--- config.mk ---
export PLATFORM = sky130hd
export DESIGN_NAME = spi_flash_responder
export DESIGN_NICKNAME = d
export VERILOG_FILES = /design/src/rtl/spi_flash_pkg.sv /design/src/rtl/spi_edge_sync.sv /design/src/rtl/spi_flash_responder.sv
export SDC_FILE = /design/constraint.sdc
export NUM_CORES = 1
export LEC_CHECK = 0
export CAP_MARGIN = 20
export CORE_ASPECT_RATIO = 0.8
export CORE_MARGIN = 3
export CORE_UTILIZATION = 52
export DETAILED_ROUTE_END_ITERATION = 10
export GPL_TIMING_DRIVEN = 0
export PLACE_DENSITY_LB_ADDON = 0.08
export SYNTH_ARGS = -nofsm -noshare
export SYNTH_HDL_FRONTEND = slang
export SYNTH_SLANG_ARGS = --single-unit
--- constraint.sdc ---
create_clock -name clk -period 1.9 [get_ports clk]
set_input_delay 0.38 -clock clk [delete_from_list [all_inputs] [get_ports clk]]
set_output_delay 0.38 -clock clk [all_outputs]
set_load 0.01 [all_outputs]
--- src/rtl/spi_flash_pkg.sv ---
// spi_flash_pkg: opcodes, state encoding and shared constants for the SPI flash responder.
package spi_flash_pkg;

    localparam logic [7:0] OP_READ  = 8'h03;
    localparam logic [7:0] OP_FREAD = 8'h0B;
    localparam logic [7:0] OP_QREAD = 8'h6B;
    localparam logic [7:0] OP_RDID  = 8'h9F;
    localparam logic [7:0] OP_RDSR  = 8'h05;

    localparam int DUMMY_CLKS = 8;

    typedef enum logic [2:0] {
        ST_IDLE,
        ST_CMD,
        ST_ADDR,
        ST_DUMMY,
        ST_DOUT,
        ST_IGNORE
    } state_e;

    typedef enum logic [1:0] {
        SRC_MEM,
        SRC_ID,
        SRC_ZERO
    } src_e;

endpackage

--- src/rtl/spi_edge_sync.sv ---
// spi_edge_sync: multi-flop synchronizer with single-cycle rise/fall event outputs.
//   clk, rst_n : system clock, asynchronous active-low reset
//   d          : asynchronous input
//   q          : synchronized level
//   rise, fall : one-cycle pulses when q changes 0->1 / 1->0
module spi_edge_sync #(
    parameter int   STAGES  = 2,
    parameter logic RST_VAL = 1'b0
) (
    input  logic clk,
    input  logic rst_n,
    input  logic d,
    output logic q,
    output logic rise,
    output logic fall
);

    // One flop beyond the synchronizer holds the previous level for edge detection.
    logic [STAGES:0] sync_q, sync_d;

    assign sync_d = {sync_q[STAGES-1:0], d};

    always_ff @(posedge clk or negedge rst_n) begin
        if (!rst_n) sync_q <= {(STAGES+1){RST_VAL}};
        else        sync_q <= sync_d;
    end

    assign q    = sync_q[STAGES-1];
    assign rise = q & ~sync_q[STAGES];
    assign fall = ~q & sync_q[STAGES];

endmodule

--- src/rtl/spi_flash_responder.sv ---
// spi_flash_responder: SPI mode-0 flash target serving READ/FAST/QUAD READ, RDID and RDSR from a memory port.
//   clk, rst_n     : system clock (>= 4x sclk), asynchronous active-low reset
//   sclk, cs_n     : SPI clock and chip select from the master
//   qdi            : io3..io0 pad inputs, only qdi[0] (MOSI) is used
//   qdo, oe        : io3..io0 output data and per-lane output enable
//   mem_addr       : byte address to backing memory
//   mem_rd         : one-cycle read strobe
//   mem_data       : read data, valid the cycle after mem_rd
module spi_flash_responder
    import spi_flash_pkg::*;
#(
    parameter int          ADDR_BITS   = 24,
    parameter logic [23:0] JEDEC_ID    = 24'hEF4016,
    parameter int          SYNC_STAGES = 2
) (
    input  logic                 clk,
    input  logic                 rst_n,
    input  logic                 sclk,
    input  logic                 cs_n,
    input  logic [3:0]           qdi,
    output logic [3:0]           qdo,
    output logic [3:0]           oe,
    output logic [ADDR_BITS-1:0] mem_addr,
    output logic                 mem_rd,
    input  logic [7:0]           mem_data
);

    localparam logic [4:0] DUMMY_LAST = 5'(DUMMY_CLKS - 1);

    logic sclk_s, sclk_rise, sclk_fall, cs_s, cs_rise, cs_fall, sck_rise, sck_fall, unused_ok;

    spi_edge_sync #(.STAGES(SYNC_STAGES), .RST_VAL(1'b0)) u_sclk_sync (
        .clk(clk), .rst_n(rst_n), .d(sclk), .q(sclk_s), .rise(sclk_rise), .fall(sclk_fall)
    );

    spi_edge_sync #(.STAGES(SYNC_STAGES), .RST_VAL(1'b1)) u_cs_sync (
        .clk(clk), .rst_n(rst_n), .d(cs_n), .q(cs_s), .rise(cs_rise), .fall(cs_fall)
    );

    assign sck_rise  = sclk_rise & ~cs_s;
    assign sck_fall  = sclk_fall & ~cs_s;
    assign unused_ok = ^{qdi[3:1], sclk_s};

    state_e                 state_q, state_d;
    src_e                   src_q, src_d;
    logic [SYNC_STAGES-1:0] mosi_q, mosi_d;
    logic [4:0]             bit_cnt_q, bit_cnt_d;
    logic [22:0]            shift_in_q, shift_in_d;
    logic                   quad_q, quad_d, dummy_q, dummy_d, data_vld_q, data_vld_d, mem_rd_q, mem_rd_d;
    logic [1:0]             id_idx_q, id_idx_d;
    logic [7:0]             out_sh_q, out_sh_d, pref_q, pref_d;
    logic [2:0]             out_cnt_q, out_cnt_d;
    logic [3:0]             qdo_q, qdo_d, oe_q, oe_d;
    logic [ADDR_BITS-1:0]   mem_addr_q, mem_addr_d;

    logic       mosi_s, in_phase, phase_done;
    logic [4:0] last_bit;
    logic [7:0] opcode, id_byte, load_byte, cur_byte;
    logic [23:0] addr_in;

    assign mosi_s     = mosi_q[SYNC_STAGES-1];
    assign opcode     = {shift_in_q[6:0], mosi_s};
    assign addr_in    = {shift_in_q, mosi_s};
    assign in_phase   = (state_q == ST_CMD) || (state_q == ST_ADDR) || (state_q == ST_DUMMY);
    assign last_bit   = (state_q == ST_ADDR) ? 5'd23 : (state_q == ST_DUMMY) ? DUMMY_LAST : 5'd7;
    assign phase_done = bit_cnt_q == last_bit;
    assign id_byte    = (id_idx_q == 2'd0) ? JEDEC_ID[23:16] : (id_idx_q == 2'd1) ? JEDEC_ID[15:8] : JEDEC_ID[7:0];
    // The first byte can arrive from memory in the same cycle it is needed, so bypass the prefetch register.
    assign load_byte  = (src_q == SRC_ID) ? id_byte : (src_q == SRC_ZERO) ? 8'h00 : data_vld_q ? mem_data : pref_q;
    assign cur_byte   = (out_cnt_q == 3'd0) ? load_byte : out_sh_q;

    always_ff @(posedge clk or negedge rst_n) begin
        if (!rst_n) begin
            state_q    <= ST_IDLE;
            src_q      <= SRC_MEM;
            mosi_q     <= '0;
            bit_cnt_q  <= '0;
            shift_in_q <= '0;
            quad_q     <= 1'b0;
            dummy_q    <= 1'b0;
            data_vld_q <= 1'b0;
            mem_rd_q   <= 1'b0;
            id_idx_q   <= '0;
            out_sh_q   <= '0;
            pref_q     <= '0;
            out_cnt_q  <= '0;
            qdo_q      <= '0;
            oe_q       <= '0;
            mem_addr_q <= '0;
        end else begin
            state_q    <= state_d;
            src_q      <= src_d;
            mosi_q     <= mosi_d;
            bit_cnt_q  <= bit_cnt_d;
            shift_in_q <= shift_in_d;
            quad_q     <= quad_d;
            dummy_q    <= dummy_d;
            data_vld_q <= data_vld_d;
            mem_rd_q   <= mem_rd_d;
            id_idx_q   <= id_idx_d;
            out_sh_q   <= out_sh_d;
            pref_q     <= pref_d;
            out_cnt_q  <= out_cnt_d;
            qdo_q      <= qdo_d;
            oe_q       <= oe_d;
            mem_addr_q <= mem_addr_d;
        end
    end

    always_comb begin
        state_d = state_q;
        if (cs_rise) state_d = ST_IDLE;
        else begin
            case (state_q)
                ST_IDLE:  if (cs_fall) state_d = ST_CMD;
                ST_CMD:   if (sck_rise && phase_done)
                              state_d = (opcode == OP_READ || opcode == OP_FREAD || opcode == OP_QREAD) ? ST_ADDR :
                                        (opcode == OP_RDID || opcode == OP_RDSR) ? ST_DOUT : ST_IGNORE;
                ST_ADDR:  if (sck_rise && phase_done) state_d = dummy_q ? ST_DUMMY : ST_DOUT;
                ST_DUMMY: if (sck_rise && phase_done) state_d = ST_DOUT;
                default:  state_d = state_q;
            endcase
        end
    end

    always_comb begin
        mosi_d     = SYNC_STAGES'({mosi_q, qdi[0]});
        src_d      = src_q;
        bit_cnt_d  = bit_cnt_q;
        shift_in_d = shift_in_q;
        quad_d     = quad_q;
        dummy_d    = dummy_q;
        id_idx_d   = id_idx_q;
        out_sh_d   = out_sh_q;
        out_cnt_d  = out_cnt_q;
        qdo_d      = qdo_q;
        oe_d       = oe_q;
        mem_addr_d = mem_addr_q;
        mem_rd_d   = 1'b0;
        data_vld_d = mem_rd_q;
        pref_d     = data_vld_q ? mem_data : pref_q;
        if (cs_rise) begin
            bit_cnt_d  = '0;
            out_cnt_d  = '0;
            id_idx_d   = '0;
            qdo_d      = '0;
            oe_d       = '0;
            data_vld_d = 1'b0;
            pref_d     = '0;
        end else if (sck_rise && in_phase) begin
            shift_in_d = {shift_in_q[21:0], mosi_s};
            bit_cnt_d  = phase_done ? 5'd0 : bit_cnt_q + 5'd1;
            if (state_q == ST_CMD && phase_done) begin
                quad_d  = opcode == OP_QREAD;
                dummy_d = (opcode == OP_FREAD) || (opcode == OP_QREAD);
                src_d   = (opcode == OP_RDID) ? SRC_ID : (opcode == OP_RDSR) ? SRC_ZERO : SRC_MEM;
            end
            if (state_q == ST_ADDR && phase_done) begin
                mem_addr_d = addr_in[ADDR_BITS-1:0];
                mem_rd_d   = 1'b1;
            end
        end else if (sck_fall && state_q == ST_DOUT) begin
            qdo_d     = quad_q ? cur_byte[7:4] : {2'b00, cur_byte[7], 1'b0};
            oe_d      = quad_q ? 4'b1111 : 4'b0010;
            out_sh_d  = quad_q ? {cur_byte[3:0], 4'h0} : {cur_byte[6:0], 1'b0};
            out_cnt_d = (out_cnt_q == (quad_q ? 3'd1 : 3'd7)) ? 3'd0 : out_cnt_q + 3'd1;
            // Loading a byte immediately prefetches the next one.
            if (out_cnt_q == 3'd0 && src_q == SRC_MEM) begin
                mem_addr_d = mem_addr_q + 1'b1;
                mem_rd_d   = 1'b1;
            end
            if (out_cnt_q == 3'd0 && src_q == SRC_ID) id_idx_d = (id_idx_q == 2'd2) ? 2'd0 : id_idx_q + 2'd1;
        end
    end

    assign qdo      = qdo_q;
    assign oe       = oe_q;
    assign mem_addr = mem_addr_q;
    assign mem_rd   = mem_rd_q;

endmodule

== Word level (Yosys, flattened, before mapping) ==
Cells that the tools add are included.

* Word-level logic and storage cells: 136
* Output and inout port bits: 33
* Register bits: 98
* Input port bits: 16

* Add/sub/neg operators: 4
* Reduce and logical (&&, ||, !) cells: 30
* Mux-type cells: 51
* Equality and inequality tests: 21
* Bitwise logic cells: 12

{| class="wikitable"
|+ Operators by type and width
! cell !! number
|-
| 2-to-1 mux 24 bit || 4
|-
| 2-to-1 mux 8 bit || 7
|-
| 2-to-1 mux 3 bit || 12
|-
| 2-to-1 mux 4 bit || 8
|-
| adder 24 x 1 -> 24 bit, second input constant || 1
|-
| 2-to-1 mux 5 bit || 4
|-
| 2-to-1 mux 2 bit || 7
|-
| one-hot mux 3 bit (4 select lines) || 1
|-
| nonzero test 2 bit || 5
|-
| AND reduction 3 bit || 3
|-
| == test 8 x 2 -> 1 bit, second input constant || 1
|-
| == test 8 x 3 -> 1 bit, second input constant || 1
|-
| == test 8 x 4 -> 1 bit, second input constant || 1
|-
| == test 8 x 7 -> 1 bit, second input constant || 1
|-
| == test 8 bit, second input constant || 1
|-
| logical AND 1 bit || 7
|-
| 2-to-1 mux 1 bit || 7
|-
| 2-to-1 mux 7 bit || 1
|-
| bitwise AND 1 bit || 6
|-
| == test 3 x 2 -> 1 bit, second input constant || 2
|-
| zero test 3 bit || 2
|-
| logical OR 1 bit || 6
|-
| != test 3 x 2 -> 1 bit, second input constant || 2
|-
| != test 3 bit, second input constant || 2
|-
| other kinds (17) || 26
|}

== Longest topological paths before layout ==
* Depth in word-level cells: 9
* Depth in mapped cells: 9
* Depth with buffers taken out: 8

== Modules after synthesis ==
A second synthesis with hierarchy kept.

* Cell total of the unflattened synthesis: 526
* Area total of the unflattened synthesis: 4898.4 µm²

{| class="wikitable"
|+ By module, submodules not included
! module !! instances !! area each (µm²) !! seq. area each (µm²) !! cells each
|-
| spi_flash_responder || 1 || 4714.5 || 2227.1 || 516
|-
| spi_edge_sync at u_cs_sync || 1 || 93.8 || 78.8 || 5
|-
| spi_edge_sync at u_sclk_sync || 1 || 90.1 || 75.1 || 5
|}

== Worst setup path after synthesis ==
OpenSTA, ideal clock, no wires.

* Kind: register -> register
* Start: register u_cs_sync.sync_q[2]
* End: register mem_addr_q[8], in the netlist mem_addr[8]
* Required time: 1.776 ns
* Data arrival time: 1.727 ns
* Cell stages (with the launch flop): 9
* Clock period less this slack: 1.851 ns
* Setup time: 0.124 ns
* Buffers on the path: 1
* Slack: 0.049 ns
* Cells stage by stage: dfstp_2 inv_1 ha_1 inv_1 nand4b_2 o22a_4 inv_6 buf_4 a21oi_2

* Cells in the longest elaborated chain, start to end: 4

{| class="wikitable"
|+ Ends and longest elaborated chain
! what !! RTL line !! RTL
|-
| start, declared || spi_edge_sync.sv:19 || <nowiki>logic [STAGES:0] sync_q, sync_d;</nowiki>
|-
| start signal, assigned || spi_edge_sync.sv:24 || <nowiki>if (!rst_n) sync_q <= {(STAGES+1){RST_VAL}};</nowiki>
|-
| start signal, assigned || spi_edge_sync.sv:25 || <nowiki>else sync_q <= sync_d;</nowiki>
|-
| inverter 1 bit || spi_edge_sync.sv:29 || <nowiki>assign rise = q & ~sync_q[STAGES];</nowiki>
|-
| bitwise AND 1 bit || spi_edge_sync.sv:29 ||
|-
| inverter 1 bit (no line) || n/a ||
|-
| AND reduction 4 bit (no line) || n/a ||
|-
| end signal, assigned || spi_flash_responder.sv:106 || <nowiki>mem_addr_q <= mem_addr_d;</nowiki>
|-
| end, declared || spi_flash_responder.sv:54 || <nowiki>logic [ADDR_BITS-1:0] mem_addr_q, mem_addr_d;</nowiki>
|}

No other way between the ends.
A chain may end at the register's enable or synchronous reset.

== Final worst setup path ==
* Start: register out_cnt_q[0]
* End: register mem_addr_q[19], in the netlist mem_addr[19]

* Cells in the longest elaborated chain, start to end: 4

{| class="wikitable"
|+ Ends and longest elaborated chain
! what !! RTL line !! RTL
|-
| start, declared || spi_flash_responder.sv:52 || <nowiki>logic [2:0] out_cnt_q, out_cnt_d;</nowiki>
|-
| start signal, assigned || spi_flash_responder.sv:103 || <nowiki>out_cnt_q <= out_cnt_d;</nowiki>
|-
| zero test 3 bit || spi_flash_responder.sv:168 || <nowiki>if (out_cnt_q == 3'd0 && src_q == SRC_MEM) begin</nowiki>
|-
| logical AND 1 bit || spi_flash_responder.sv:168 ||
|-
| nonzero test 2 bit (no line) || n/a ||
|-
| AND reduction 4 bit (no line) || n/a ||
|}

No other way between the ends.

==> key figures <==
Pwr
  – Leakage: 2.795 nW
  – Power density cells: 903.9 nW/um^2
  – Net Switching: 1.780 mW
  – Sequential share of power: 0.441
  – Combinational Power Share: 0.239
  – Clock power frac: 0.320
  – Int Pwr: 4.008 mW
  – Final Power: 5.788 mW
  – Peak supply drop: 0.5961 mV
  – Switching Share: 0.3076

Finish
  – Final #Nets: 570
  – Area growth syn-to-layout: 28.40%
  – Non-Filler Instances: 669
  – Fin area: 6404 um^2
  – Share of cells above drive strength 1: 0.3141
  – # diodes: 0

Clock tree
  – Clock Latency Late Sink: 0.35 ns
  – Clk root buf: clkbuf_16
  – CTS tree: built
  – Reg clk slew, reported paths: 0.07 ns
  – Max H-tree Level: 3
  – CTS Buffer Depth: 2
  – Total CTS buffers: 9
  – # clock sinks: 95

Synthesis
  – Mapped Cells: 473
  – Syn_nets: 494
  – Yosys reg bits: 95
  – Area share of the largest cell type after synthesis: 0.4616
  – Number of synthesized flops with an enable pin: 0
  – Mean Syn Cell Area: 10.54 um^2
  – Main area contributors after synthesis: dfrtp_1 46%, mux2_2 6.5%, a21oi_2 4.0%
  – Async set-reset flop share out of synthesis: 1.000
  – Synth area leader: dfrtp_1
  – Seq/Total Area, Yosys: 0.4774
  – Syn. warnings: 0
  – Primary FF master, synth: dfrtp_1
  – Synth cell types: 70
  – Cell area after synthesis: 4987 um^2

Routing
  – DR vias: 4128
  – Vias per inst: 6.170
  – DRT Pass-1 Iters: 7
  – DR iter-0 viols: 343
  – Avg WL per Cell: 19.09 um
  – DRC violations left: 0
  – Post-DRT Antenna Nets: 0
  – Post-Route WL: 12770 um

Global routing
  – Initial antenna violation count: 0
  – GRT Util Overall: 0.2432
  – Vias in the first global route: 3965
  – Largest net degree at the start of global routing: 50
  – Total gr overflow: 0
  – First-pass GRT wire length: 20500 um

Floorplan
  – Core area: 9193 um^2
  – Die Width: 115.5 um
  – Die area: 10810 um^2
  – I/O pin total: 49
  – Chip Height: 93.60 um
  – Initial core utilization: 0.5425
  – Row cnt: 31

Job
  – Max Cap Viol: 0

Worst setup path
  – Reg2reg end: mem_addr[19]
  – Reg2Reg Launch Point: out_cnt_q[0]
  – CP startpoint: out_cnt_q[0]
  – Slowest-stage cell, CP: or4b_4
  – Data required time of the worst path: 2.16 ns
  – Max incr delay on CP: 0.50 ns
  – CP Max Fanout: 7
  – CP Data Arrival Time: 2.21 ns
  – Critical-path cell list: inv_2 > ha_4 > or4b_4 > o22a_4 > buf_8 > a21oi_2 > a2bb2oi_2
  – Crit path buf inv count: 2
  – Setup crit end kind: flop
  – Crit path depth: 7
  – Worst path top cell family by delay: compound AO/OA/AOI/OAI gates
  – R2R depth: 7
  – R2R setup slack: -0.04 ns
  – Setup crit start kind: flop
  – End point of the critical path: mem_addr[19]
  – CP Class: flop to flop

STA
  – Clock skew: 0.01093 ns
  – Worst slew pin tran: 0.6353 ns
  – Tcrit/Tclk final: 1.022
  – Hold Slack: 0.05207 ns
  – Fmax: 514.9 MHz
  – Worst Setup Slack, final: -0.04224 ns
  – Minimum clock period: 1.942 ns
  – Pins Over Slew Limit: 0
  – Rel. slew slack: 0.5765
  – Final Hold Vio Count: 0
  – RSZ-0062 raised after global routing: true
  – Endpoints failing setup: 15

Run status
  – Status: finished with violations
  – Violated checks: setup timing

Placed design
  – Buffers on Ports: 45
  – Worst slack, placed: -0.4433 ns
  – RD Place Congestion: 0.8353
  – Placed cell areas: 5607 um^2
  – Post-DP HPWL: 8326 um
  – Placed cells: 634

Hold path
  – Min-Delay Path Class: input pin to async pin
[state kept, by name (all words and copies together), names as in the netlist]
register and flops:
bit_cnt_q 5, data_vld_q 1, dummy_q 1, id_idx_q 2, mem_addr 24, mem_rd 1, mosi_q 2, oe 2
out_cnt_q 3, out_sh_q 7, pref_q 8, qdo 4, quad_q 1, shift_in_q 23, src_q 2, state_q 3
u_cs_sync.sync_q 3, u_sclk_sync.sync_q 3
[cell type report]
type                    instances  area [um^2]
plain buffers                  27        247.7
clock buffers                  10        239.0
clock inverters                 6        68.82
fillers                       678         2789
inverters                      12        55.05
multi-input cells             338         2580
flip-flops and latches         95         2387
well taps                     115        143.9
repair buffers                 65        673.1
repair inverters                1        8.758
[per-layer routing]
metal | up-vias | part of all wire | global-route usage
met5 | - | 0 | 0
met4 | 0 | 0.017 | 0.07918
met3 | 22 | 0.057 | 0.05757
met2 | 151 | 0.46 | 0.3540
met1 | 2075 | 0.47 | 0.3574
li1 | 1880 | - | -
[logic make-up after synthesis]
logic type,after synthesis,synth area share
AO/OA/AOI/OAI,131,0.1932
adder cells (fa/ha/maj),5,0.01254
AND/OR/NAND/NOR,154,0.1673
XOR/XNOR,6,0.01054
flip-flops,95,0.4774
buffers and inverters,40,0.04717
multiplexers,42,0.09182
[power groups by stage]
stage,Combinational [mW],Sequential (mW),Clock (mW)
2_1_floorplan,0.726,2.53,0
3_5_place_dp,1.18,2.55,0
4_1_cts,1.28,2.52,1.89
6_report,1.38,2.55,1.85
3_3_place_gp,1.14,2.54,0
5_1_grt,1.50,2.59,1.98
[synthesized netlist by cell type, types with 3 or more instances]
| cell type | number |
|---|---|
| and2_1 | 9 |
| ha_1 | 5 |
| a21o_1 | 3 |
| mux2_2 | 29 |
| a21oi_2 | 23 |
| a21oi_1 | 20 |
| dfrtp_1 | 92 |
| and4_1 | 3 |
| nor3_1 | 5 |
| nor2b_1 | 7 |
| o211ai_1 | 3 |
| o21a_1 | 3 |
| and3_1 | 8 |
| dfstp_2 | 3 |
| o22ai_1 | 13 |
| buf_2 | 8 |
| a2bb2oi_2 | 3 |
| nand3_1 | 17 |
| buf_4 | 8 |
| o22a_1 | 5 |
| o21ai_0 | 20 |
| inv_1 | 11 |
| clkbuf_1 | 8 |
| a22o_1 | 5 |
| xnor2_1 | 5 |
| mux2i_1 | 12 |
| nand2_1 | 37 |
| nor2_1 | 34 |
| nand2b_1 | 5 |
| a31oi_1 | 5 |
| nand4_1 | 9 |
[cells in the final DEF (no fill, tap or decap), drive strengths merged, types with 17 or more instances in the layout]
cell / n
mux2: 30
dfrtp: 92
a21oi: 43
o21ai: 22
nand2: 37
clkdlybuf4s50: 44
buf: 38
nand3: 17
clkbuf: 20
nor2: 35
[how the worst min path moves through the flow]
stage,end,from,cells past startpoint,slack (ns)
after global routing,qdo[1],rst_n,1,0.10
after detailed placement,u_sclk_sync.sync_q[1],u_sclk_sync.sync_q[0],0,0.34
after CTS,qdo[1],rst_n,1,0.07
after floorplan,bit_cnt_q[0],rst_n,0,0.08
final,qdo[3],rst_n,1,0.05
after global placement,mosi_q[1],mosi_q[0],0,0.33
[metrics by stage]
stage / util / TNS, ns
finish: 0.6966 / -0.2380
global placement: 0.6072 / -304.14
CTS: 0.6659 / -0.1785
global route: 0.6966 / -1.240
floorplan: - / 0
detailed placement: 0.6099 / -14.99
[what timing repair did]
| action | CTS | global route |
|---|---|---|
| pin swaps | 5 | 14 |
| buffers inserted | 10 | 7 |
| resized for setup | 34 | 59 |
| gates cloned | 1 | 2 |
| endpoints found under the setup margin | 70 | 63 |
| hold buffers | 0 | 0 |
(Power assumes the default switching activity.)
